File: src/rtl/adc_sample_source_if.sv
// Serial ADC pin bundle (LTC2308-style converter).
//   convst : conversion start, controller -> ADC
//   sck    : serial clock, controller -> ADC, idles low
//   sdi    : config word, controller -> ADC, MSB first
//   sdo    : conversion result, ADC -> controller, MSB first
// master = the sequencing controller, slave = the ADC (or its model).
interface adc_sample_source_if;
   logic convst;
   logic sck;
   logic sdi;
   logic sdo;

   modport master (output convst, output sck, output sdi, input sdo);
   modport slave  (input convst, input sck, input sdi, output sdo);
endinterface

File: src/rtl/adc_sample_source.sv
// adc_sample_source
// Fixed-rate conversion sequencer for a serial ADC. Each frame pulses CONVST,
// waits out the conversion, shifts 12 result bits in while shifting a 6-bit
// config word out, publishes the sample and raises a widened strobe.
// Ports:
//   clk_i         system clock
//   reset_i       synchronous, active-high reset
//   enable_i      1 = run frames continuously, 0 = stop after current frame
//   channel_i     ADC input select, latched at frame start
//   adc           ADC pin bundle (master side)
//   sample_dat_o  last completed 12-bit sample
//   sample_tr_o   new-sample strobe, STROBE_CYCLES wide
//   busy_o        high from frame start until the strobe ends
//
// state   | meaning
// --------+-----------------------------------------------------------
// IDLE    | waiting for enable and the frame-rate counter
// CONVST  | ADC convst high for CONVST_CYCLES
// WAIT    | conversion time, CONV_CYCLES
// SHIFT   | 12 SCK periods: SDI config out, SDO result in
// LOAD    | result published on sample_dat_o (one cycle before strobe)
// STROBE  | sample_tr_o high for STROBE_CYCLES
module adc_sample_source #(
   parameter int unsigned SCK_DIV       = 4,
   parameter int unsigned CONVST_CYCLES = 2,
   parameter int unsigned CONV_CYCLES   = 80,
   parameter int unsigned STROBE_CYCLES = 4,
   parameter int unsigned FRAME_CYCLES  = 1000
) (
   input  logic                        clk_i,
   input  logic                        reset_i,
   input  logic                        enable_i,
   input  logic [2:0]                  channel_i,
   adc_sample_source_if.master         adc,
   output logic [11:0]                 sample_dat_o,
   output logic                        sample_tr_o,
   output logic                        busy_o
);

   localparam int unsigned M1      = (CONVST_CYCLES > CONV_CYCLES) ? CONVST_CYCLES : CONV_CYCLES;
   localparam int unsigned CNT_MAX = (M1 > STROBE_CYCLES) ? M1 : STROBE_CYCLES;
   localparam int CW = $clog2(CNT_MAX + 1);
   localparam int DW = $clog2(SCK_DIV + 1);
   localparam int FW = $clog2(FRAME_CYCLES + 1);

   localparam logic [FW-1:0] FRAME_LAST = FW'(FRAME_CYCLES - 1);

   typedef enum logic [2:0] {
      ST_IDLE   = 3'd0,
      ST_CONVST = 3'd1,
      ST_WAIT   = 3'd2,
      ST_SHIFT  = 3'd3,
      ST_LOAD   = 3'd4,
      ST_STROBE = 3'd5
   } state_t;

   state_t        state_q, state_d;
   logic [CW-1:0] cnt_q, cnt_d;
   logic [DW-1:0] div_q, div_d;
   logic [4:0]    half_q, half_d;
   logic [FW-1:0] frame_q, frame_d;
   logic          arm_q, arm_d;
   logic [5:0]    cfg_q, cfg_d;
   logic [11:0]   rx_q, rx_d;
   logic [11:0]   dat_q, dat_d;
   logic          start_ok;
   logic          begin_frame;

   // arm_q lets the first frame after reset (or after sitting idle with
   // enable low) start immediately instead of waiting for the rate counter.
   assign start_ok = enable_i && (arm_q || (frame_q == FRAME_LAST));

   always_comb begin
      state_d     = state_q;
      cnt_d       = cnt_q;
      div_d       = div_q;
      half_d      = half_q;
      frame_d     = frame_q;
      arm_d       = arm_q;
      cfg_d       = cfg_q;
      rx_d        = rx_q;
      dat_d       = dat_q;
      begin_frame = 1'b0;

      if (frame_q != FRAME_LAST) begin
         frame_d = frame_q + FW'(1);
      end

      case (state_q)
         ST_IDLE: begin
            if (!enable_i) begin
               arm_d = 1'b1;
            end
            begin_frame = start_ok;
         end
         ST_CONVST: begin
            if (cnt_q == '0) begin
               state_d = ST_WAIT;
               cnt_d   = CW'(CONV_CYCLES - 1);
            end else begin
               cnt_d = cnt_q - CW'(1);
            end
         end
         ST_WAIT: begin
            if (cnt_q == '0) begin
               state_d = ST_SHIFT;
               div_d   = DW'(SCK_DIV - 1);
               half_d  = 5'd23;
            end else begin
               cnt_d = cnt_q - CW'(1);
            end
         end
         ST_SHIFT: begin
            // half_q counts SCK half-periods down from 23; odd = SCK low.
            if (div_q == '0) begin
               div_d = DW'(SCK_DIV - 1);
               if (half_q[0]) begin
                  rx_d = {rx_q[10:0], adc.sdo};
               end else begin
                  cfg_d = {cfg_q[4:0], 1'b0};
               end
               if (half_q == 5'd0) begin
                  state_d = ST_LOAD;
                  dat_d   = rx_q;
               end else begin
                  half_d = half_q - 5'd1;
               end
            end else begin
               div_d = div_q - DW'(1);
            end
         end
         ST_LOAD: begin
            state_d = ST_STROBE;
            cnt_d   = CW'(STROBE_CYCLES - 1);
         end
         ST_STROBE: begin
            if (cnt_q == '0) begin
               state_d     = ST_IDLE;
               begin_frame = start_ok;
            end else begin
               cnt_d = cnt_q - CW'(1);
            end
         end
         default: begin
            state_d = ST_IDLE;
         end
      endcase

      if (begin_frame) begin
         state_d = ST_CONVST;
         cnt_d   = CW'(CONVST_CYCLES - 1);
         frame_d = '0;
         arm_d   = 1'b0;
         // single-ended, unipolar, no sleep; channel bits in ADC order
         cfg_d   = {1'b1, channel_i[0], channel_i[2], channel_i[1], 1'b1, 1'b0};
         rx_d    = '0;
      end
   end

   always_ff @(posedge clk_i) begin
      if (reset_i) begin
         state_q <= ST_IDLE;
         cnt_q   <= '0;
         div_q   <= '0;
         half_q  <= '0;
         frame_q <= '0;
         arm_q   <= 1'b1;
         cfg_q   <= '0;
         rx_q    <= '0;
         dat_q   <= '0;
      end else begin
         state_q <= state_d;
         cnt_q   <= cnt_d;
         div_q   <= div_d;
         half_q  <= half_d;
         frame_q <= frame_d;
         arm_q   <= arm_d;
         cfg_q   <= cfg_d;
         rx_q    <= rx_d;
         dat_q   <= dat_d;
      end
   end

   assign adc.convst   = (state_q == ST_CONVST);
   assign adc.sck      = (state_q == ST_SHIFT) && !half_q[0];
   assign adc.sdi      = (state_q == ST_SHIFT) && cfg_q[5];
   assign sample_dat_o = dat_q;
   assign sample_tr_o  = (state_q == ST_STROBE);
   assign busy_o       = (state_q != ST_IDLE);

endmodule
File: src/flat_wrapper.sv
// flat-port wrapper written by rule: the top's interface ports become plain ports
module adc_sample_source_flat 
#(
   parameter int unsigned SCK_DIV       = 4,
   parameter int unsigned CONVST_CYCLES = 2,
   parameter int unsigned CONV_CYCLES   = 80,
   parameter int unsigned STROBE_CYCLES = 4,
   parameter int unsigned FRAME_CYCLES  = 1000
)
  (clk_i, reset_i, enable_i, channel_i, sample_dat_o, sample_tr_o, busy_o, adc_convst, adc_sck, adc_sdi, adc_sdo);
  adc_sample_source_if adc_i ();
  input  logic clk_i;
  input  logic reset_i;
  input  logic enable_i;
  input  logic [2:0] channel_i;
  output logic [11:0] sample_dat_o;
  output logic sample_tr_o;
  output logic busy_o;
  output wire logic [$bits(adc_i.convst)-1:0] adc_convst;
  output wire logic [$bits(adc_i.sck)-1:0] adc_sck;
  output wire logic [$bits(adc_i.sdi)-1:0] adc_sdi;
  input wire logic [$bits(adc_i.sdo)-1:0] adc_sdo;
  assign adc_convst = adc_i.convst;
  assign adc_sck = adc_i.sck;
  assign adc_sdi = adc_i.sdi;
  assign adc_i.sdo = adc_sdo;
  adc_sample_source #(.SCK_DIV(SCK_DIV), .CONVST_CYCLES(CONVST_CYCLES), .CONV_CYCLES(CONV_CYCLES), .STROBE_CYCLES(STROBE_CYCLES), .FRAME_CYCLES(FRAME_CYCLES)) u_core (.clk_i(clk_i), .reset_i(reset_i), .enable_i(enable_i), .channel_i(channel_i), .adc(adc_i), .sample_dat_o(sample_dat_o), .sample_tr_o(sample_tr_o), .busy_o(busy_o));
endmodule
File: config.mk
export PLATFORM = sky130hd
export DESIGN_NAME = adc_sample_source_flat
export DESIGN_NICKNAME = d
export VERILOG_FILES = /design/src/rtl/adc_sample_source_if.sv /design/src/rtl/adc_sample_source.sv /design/src/flat_wrapper.sv
export SDC_FILE = /design/constraint.sdc
export NUM_CORES = 1
export LEC_CHECK = 0
export CAP_MARGIN = 20
export CORE_ASPECT_RATIO = 0.9
export CORE_UTILIZATION = 50
export DETAILED_ROUTE_END_ITERATION = 10
export PLACE_DENSITY = 0.7
export SLEW_MARGIN = 25
export SYNTH_ARGS = -nofsm -noshare
export SYNTH_HDL_FRONTEND = slang
export SYNTH_SLANG_ARGS = --single-unit
File: constraint.sdc
create_clock -name clk_i -period 3.35 [get_ports clk_i]
set_input_delay 0.67 -clock clk_i [delete_from_list [all_inputs] [get_ports clk_i]]
set_output_delay 0.67 -clock clk_i [all_outputs]
set_load 0.02 [all_outputs]
==> results.cfg, run 1 <==
[sta]
tightest_slew_ps = 579
max_freq_ghz = 0.333
slew_violations = 0
final-setup-viol-count = 0
fin_crit_ps = 3000
setup_slack_ps = 349
tns_ps = 0
hold_viol = 0
clock-skew-final_ps = 13.4
fin_crit_sh_pct = 89.6
slew_headroom_pct = 61.1
rsz0062_at_grt = no

[layout]
multi_input_area_um2 = 1540
nets = 344
regArea_um2 = 1160
nFillCells = 466
area_growth_pct = 18.7
final_cells = 403
fin_area_um2 = 3350
final_layout_size_suffix_gt1_share_pct = 11.6
diodes = 0

[clock_tree]
worstSkewPairLatency_ps = 350
max-clock-path-buffers = 2
cts_htree_levels = 3
clk_pin_slew_ps = 70
cts.sinks = 58
cts_resized = 0
cts_buffers = 9
cts_setup_buffers = 0
holdBufCountCts = 0
cts_tree = yes
cts_root_buf = clkbuf_8

[synthesis]
netlist_area_um2 = 2830
synthArstFlopShare_pct = 0
ys_top_cells_by_area = dfxtp_1 41%, mux2i_1 11%, nor2_1 6.2%
synth_top_family_by_area = simple AND/OR/NAND/NOR gates
syn_inst = 306
synth_nets = 319
synthMuxAreaShare_pct = 10.6
synth-edff-count = 0
synth-compound-area-share_pct = 14.7
synth_top_area_share_pct = 41.1
yosys.area_share.simple_pct = 23.0
synthXorXnorAreaFrac_pct = 3.10
yosysMostFrequentCell = dfxtp_1
ys_seq_elements = 58
synth_ff_type = dfxtp_1
yosys_warnings = 0
synth_area_per_cell_um2 = 9.24
yosysSeqAreaShare_pct = 41.1
synth_common_cells = 58 x dfxtp_1, 47 x nor2_1, 30 x mux2i_1
yosys.area_share.adder_pct = 2.66
yosysTopAreaCell = dfxtp_1
synth.distinct_cells = 56

[pwr]
seqPwrFrac_pct = 34.2
p_leak_uw = 0.00116
p_comb_share_pct = 37.5
intPower_uw = 1600
p_per_area_nw_per_um2 = 771
p_sw_uw = 984
p_clk_share_pct = 28.3
swShare_pct = 38.0
max-vdd-ir-drop_mv = 0.383
power_uw = 2590

[routing]
vias_per_cell = 5.74
postRouteAntennaNets = 0
wl_per_cell_um = 15.0
wirelength_um = 6040
wl_met1_um = 2970
vias = 2314
highest_layer = met4
drc_errors = 0
route.met3.wl_um = 314
drt_first_pass_iters = 4
drtIter0Drc = 241
route.met2.wl_um = 2640

[floorplanning]
io-pin-count = 24
std_cell_rows = 25
core-area_um2 = 5350
dieWidth_um = 81.3
initial_core_util_pct = 52.8
dieHeight_um = 73.3
dieArea_um2 = 5960

[critical_path]
crit_fanout = 17
required_ps = 2680
arrival_ps = 2330
end_kind = output pin
worstSetupStartpointType = register
crit_type = reg -> out

[global_routing]
grt_pass1_wl_um = 10200
grt_max_degree = 27
grt_overflow = 0
grt_use_total_pct = 22.8
grt_antenna_before_repair = 0
grt_pass1_vias = 2093

[status]
status = finished, final reports clean

[place]
placed_cell_area_um2 = 3130
gp_congestion = 0.864
dpl.hpwl_um = 4070
pre_cts_slack_ps = 741
dp_cells = 387
place.port_buffers = 23

[min_path]
hold_class = reg -> reg

[job]
cap_violations = 0
cells by family after synthesis:
| logic type | count (synthesis) |
|---|---|
| flip-flops | 58 |
| AND/OR/NAND/NOR | 117 |
| multiplexers | 30 |
| AO/OA/AOI/OAI | 54 |
| buffers and inverters | 31 |
| adder cells (fa/ha/maj) | 6 |
| XOR/XNOR | 10 |
worst paths after layout:
| path | start | to | slack, ps | depth (start not counted) |
|---|---|---|---|---|
| max reg2reg | u_core.state_q[2] | u_core.cfg_q[2] | 1230 | 4 |
| max | u_core.state_q[2] | adc_sdi | 350 | 4 |
| min reg2reg | u_core.cfg_q[1] | u_core.cfg_q[1] | 460 | 2 |
| min | u_core.cfg_q[1] | u_core.cfg_q[1] | 460 | 2 |
power groups by stage:
| stage | registers, µW | logic, µW | clock network, µW |
|---|---|---|---|
| floorplan | 866 | 751 | 0 |
| global placement | 894 | 941 | 0 |
| detailed placement | 896 | 960 | 0 |
| CTS | 883 | 965 | 742 |
| global route | 897 | 1080 | 770 |
| finish | 885 | 970 | 732 |
layer usage:
metal / up-vias / track usage, %
met2: 61 / 32.5
li1: 1158 / -
met1: 1084 / 32.2
met3: 11 / 6.46
met4: 0 / 9.13
met5: - / 0
state kept, by name, indices dropped and copies added, names as in the netlist:
register             cells
u_core.rx_q             12
u_core.sample_dat_o     12
u_core.frame_q          10
u_core.cnt_q             7
u_core.cfg_q             5
u_core.half_q            5
u_core.div_q             3
u_core.state_q           3
u_core.arm_q             1
critical path, cell delays in order, from the launching register on:
cell and delay, ps:
dfxtp_1 490, nand2b_1 290, nor2_1 400, and2_1 200
clkdlybuf4s50_1 600
cells in the final DEF, fill, tap and decap left out, types with 5 or more instances in the layout:
cell and count:
inv_1 14, xnor2_1 7, a21oi_1 10, o211ai_1 6
a211oi_1 8, nor4_1 6, nor2_1 47, or3_1 5
mux2i_1 30, nand3_1 5, clkbuf_8 9, nor3_1 16
nand2_1 7, clkdlybuf4s50_1 23, buf_4 8, nand2b_1 6
dfxtp_1 58, ha_1 6
stage by stage:
stage	hold WS, ps	util (%)
2_1_floorplan	436	-
3_3_place_gp	446	58.5
3_5_place_dp	450	58.5
4_1_cts	459	62.7
5_1_grt	506	62.7
6_report	457	62.7
cell type report:
cell class | count | share of cell area (%)
Multi-Input combinational cell | 217 | 46.0
Inverter | 14 | 1.57
Clock inverter | 7 | 3.02
Tap cell | 67 | 2.50
Timing Repair Buffer | 31 | 8.65
Clock buffer | 9 | 3.69
Sequential cell | 58 | 34.6
No activity file was read; power rests on OpenSTA's default activity.
==> run 2: changes to the inputs <==
--- a/config.mk
+++ b/config.mk
@@ -10,6 +10,7 @@
 export CORE_UTILIZATION = 50
 export DETAILED_ROUTE_END_ITERATION = 10
 export PLACE_DENSITY = 0.7
+export SETUP_SLACK_MARGIN = 0.3
 export SLEW_MARGIN = 25
 export SYNTH_ARGS = -nofsm -noshare
 export SYNTH_HDL_FRONTEND = slang
==> results.cfg, run 2 (synthesis results as in run 1) <==
[critical_path]
end_kind = output pin
slowest_delay_ps = 600
timing.rr.end = u_core.cfg_q[2]
crit_type = reg -> out
rr_worst_depth = 4
ff2ff_setup_slack_ps = 1200
required_ps = 2680
path_cells = nand2b_1 > nor2_2 > and2_1 > clkdlybuf4s50_1
arrival_ps = 2200
r2r-start = u_core.state_q[2]
cp_slowest_cell = clkdlybuf4s50_1
worstSetupStartpointType = register
crit_fanout = 17

[min_path]
hold_depth = 2
hold_class = reg -> reg
hold-path-endpoint = u_core.cfg_q[1]
hold_start = u_core.cfg_q[1]

[pwr]
p_leak_uw = 0.00116
p_per_area_nw_per_um2 = 770
intPower_uw = 1600
max-vdd-ir-drop_mv = 0.383
seqPwrFrac_pct = 34.2
p_comb_share_pct = 37.7
swShare_pct = 38.0
p_sw_uw = 982
p_clk_share_pct = 28.1

[clock_tree]
clk_pin_slew_ps = 70
cts_setup_buffers = 0
max-clock-path-buffers = 2
cts_htree_levels = 3
cts_tree = yes
worstSkewPairLatency_ps = 340
cts_root_buf = clkbuf_8
cts_buffers = 9
cts.sinks = 58

[layout]
diodes = 0
final_layout_size_suffix_gt1_share_pct = 11.9
area_growth_pct = 18.8
final_cells = 403
final_cell_mix = 58 x dfxtp_1, 46 x nor2_1, 30 x mux2i_1
nets = 344
layout_commonest_cell = dfxtp_1

[sta]
slew_headroom_pct = 61.1
max_freq_ghz = 0.349
clock-skew-final_ps = 13.2
tns_ps = 0
hold_viol = 0
slew_violations = 0
fin_crit_ps = 2870
tightest_slew_ps = 579
rsz0062_at_grt = no
whs_ps = 457
setup_slack_ps = 481
final-setup-viol-count = 0
fin_crit_sh_pct = 85.6

[place]
dpl.hpwl_um = 4070
dp_cells = 387
pre_cts_slack_ps = 741
place.port_buffers = 23
gp_congestion = 0.864

[global_routing]
grt_max_degree = 27
grt_antenna_before_repair = 0
grt_pass1_wl_um = 10200
grt_use_total_pct = 22.8
grt_overflow = 0
grt_pass1_vias = 2093

[floorplanning]
dieWidth_um = 81.3
dieArea_um2 = 5960
initial_core_util_pct = 52.8
std_cell_rows = 25
dieHeight_um = 73.3
io-pin-count = 24
core-area_um2 = 5350

[routing]
vias = 2309
drt_first_pass_iters = 4
drtIter0Drc = 242
postRouteAntennaNets = 0
wl_per_cell_um = 15.0
wirelength_um = 6040
vias_per_cell = 5.73
drc_errors = 0

[job]
cap_violations = 0

[status]
status = finished, final reports clean
[run 2: power by group through the flow]
stage,clock network (µW),registers (µW),logic (µW)
5_1_grt,770,897,1090
2_1_floorplan,0,866,751
3_5_place_dp,0,896,960
4_1_cts,742,883,965
6_report,727,884,974
3_3_place_gp,0,894,941
[run 2: worst max-delay path by stage]
stage | endpoint | slack, ps | start | cells after the start
floorplan | sample_tr_o | 1510 | u_core.state_q[2] | 3
global placement | adc_sdi | 780 | u_core.state_q[2] | 4
detailed placement | adc_sdi | 740 | u_core.state_q[2] | 4
CTS | adc_sdi | 350 | u_core.state_q[2] | 4
global route | adc_sdi | 390 | u_core.state_q[2] | 4
finish | adc_sdi | 480 | u_core.state_q[2] | 4
[run 2: critical path, delay by kind of cell (launching register included)]
kind,cells,cell delay (ps)
buffers and inverters,1,600
flip-flops,1,500
AND/OR/NAND/NOR,3,760
[run 2: layout make-up]
| class | count | area (µm²) |
|---|---|---|
| tap | 67 | 83.8 |
| inverter | 14 | 52.6 |
| sequential | 58 | 1160 |
| multi-input combinational | 217 | 1540 |
| fill | 467 | 1990 |
| clock inverter | 7 | 101 |
| timing repair buffer | 31 | 290 |
| clock buffer | 9 | 124 |
[run 2: metrics by stage]
stage	power, µW	instance area, µm²	util [%]
finish	2580	3360	62.8
global route	2750	3360	62.8
CTS	2590	3350	62.7
detailed placement	1860	3130	58.5
global placement	1840	3130	58.5
floorplan	1620	2830	-
[run 2: metal layers]
metal / global-route usage (%) / vias up / wire length, µm
li1: - / 1156 / -
met1: 32.2 / 1084 / 2990
met2: 32.5 / 64 / 2660
met3: 6.46 / 5 / 325
met4: 9.13 / 0 / 73
met5: 0 / - / 0
[run 2: what timing repair did]
item,4_1_cts,5_1_grt
setup endpoints to repair,0,1
resized for setup,0,1
hold buffers,0,0
==> run 3: changes to the inputs <==
--- a/config.mk
+++ b/config.mk
@@ -9,7 +9,7 @@
 export CORE_ASPECT_RATIO = 0.9
 export CORE_UTILIZATION = 50
 export DETAILED_ROUTE_END_ITERATION = 10
-export PLACE_DENSITY = 0.7
+export PLACE_DENSITY_LB_ADDON = 0.3
 export SETUP_SLACK_MARGIN = 0.3
 export SLEW_MARGIN = 25
 export SYNTH_ARGS = -nofsm -noshare
==> results.cfg, run 3 (synthesis results as in run 1) <==
[sta]
max_freq_ghz = 0.351
hold_viol = 0
slew_headroom_pct = 61.4
fin_crit_sh_pct = 85.1
tightest_slew_ps = 578
tns_ps = 0
slew_violations = 0
fin_crit_ps = 2850
clock-skew-final_ps = 12.7
rsz0062_at_grt = no
final-setup-viol-count = 0

[clock_tree]
worstSkewPairLatency_ps = 340
clk_pin_slew_ps = 70
cts.sinks = 58
holdBufCountCts = 0
cts_root_buf = clkbuf_8
cts_setup_buffers = 0
cts_tree = yes
cts_htree_levels = 3
max-clock-path-buffers = 2
cts_buffers = 9
cts_resized = 0

[routing]
wl_per_cell_um = 14.8
drt_first_pass_iters = 7
wirelength_um = 5990
postRouteAntennaNets = 0
drc_errors = 0
drtIter0Drc = 257
vias_per_cell = 5.80
vias = 2345

[critical_path]
ff2ff_setup_slack_ps = 1210
crit_path_end = adc_sdi
worstSetupStartpointType = register
rr_worst_depth = 4
end_kind = output pin
arrival_ps = 2180
crit_type = reg -> out
required_ps = 2680
crit_fanout = 17
timing.rr.end = u_core.cfg_q[3]
r2r-start = u_core.state_q[2]
critPathLaunch = u_core.state_q[2]

[layout]
diodes = 0
regArea_um2 = 1160
final_layout_size_suffix_gt1_share_pct = 11.9
layout_commonest_cell = dfxtp_1
final_cells = 404
nFillCells = 470
area_growth_pct = 18.2
fin_area_um2 = 3340
multi_input_area_um2 = 1540
nets = 345
final_cell_mix = 58 x dfxtp_1, 47 x nor2_1, 30 x mux2i_1

[pwr]
power_uw = 2510
p_per_area_nw_per_um2 = 750
max-vdd-ir-drop_mv = 0.402
p_leak_uw = 0.00115

[floorplanning]
dieArea_um2 = 5960
dieHeight_um = 73.3
std_cell_rows = 25
dieWidth_um = 81.3
io-pin-count = 24
core-area_um2 = 5350
initial_core_util_pct = 52.8

[place]
gp_congestion = 0.849
placed_cell_area_um2 = 3140
dp_cells = 388
dpl.hpwl_um = 3960
place.port_buffers = 23

[min_path]
hold_class = reg -> reg

[job]
cap_violations = 0

[global_routing]
grt_pass1_vias = 2111
grt_antenna_before_repair = 0
grt_pass1_wl_um = 9800
grt_use_total_pct = 22.0
grt_max_degree = 28
grt_overflow = 0

[status]
status = finished, final reports clean
==> run 3: changes by cell type in the layout (fill, tap and decap cells not counted) <==
cell / before / now
buf_4: 8 / 9
bufinv_16: 2 / 1
clkbuf_8: 9 / 10
clkinv_2: 0 / 1
clkinv_4: 2 / 1
clkinvlp_4: 2 / 3
inv_6: 1 / 0
nor2_1: 46 / 47
nor2_2: 1 / 0
==> run 3: stage by stage <==
step	utilization, %	setup WS, ps	hold slack (ps)
finish	62.5	500	456
global route	62.5	372	488
CTS	62.5	477	457
detailed placement	58.6	875	451
global placement	58.6	912	447
floorplan	-	1510	436
==> run 3: layout make-up <==
cell class | instances | share of cell area (%)
multi-input cells | 217 | 46.1
well taps | 67 | 2.51
clock buffers | 10 | 4.12
clock inverters | 6 | 1.99
inverters | 14 | 1.57
flip-flops and latches | 58 | 34.8
repair buffers | 32 | 8.91
==> run 3: how the worst min path moves through the flow <==
stage | startpoint | slack, ps | cells past startpoint | end
2_1_floorplan | u_core.cfg_q[1] | 440 | 2 | u_core.cfg_q[1]
3_3_place_gp | u_core.cfg_q[1] | 450 | 2 | u_core.cfg_q[1]
3_5_place_dp | u_core.cfg_q[1] | 450 | 2 | u_core.cfg_q[1]
4_1_cts | u_core.cfg_q[1] | 460 | 2 | u_core.cfg_q[1]
5_1_grt | u_core.cfg_q[1] | 490 | 2 | u_core.cfg_q[1]
6_report | u_core.cfg_q[1] | 460 | 2 | u_core.cfg_q[1]
==> run 3: per-layer routing <==
metal	GRT usage (%)	share of wire [%]
met1	28.4	46
met2	34.5	47
met3	6.46	5.0
met4	8.73	1.9
met5	0	0
==> run 3: power breakdown <==
group          total (µW)  internal (µW)  switching [µW]
Clock                 653            363             290
Sequential            883            788            95.2
Combinational         970            392             578
==> run 3: critical path, stage by stage, from the launching register on <==
cell and delay [ps]:
dfxtp_1 690, nand2b_1 250, nor2_1 70, buf_4 160, and2_1 150, clkdlybuf4s50_1 530
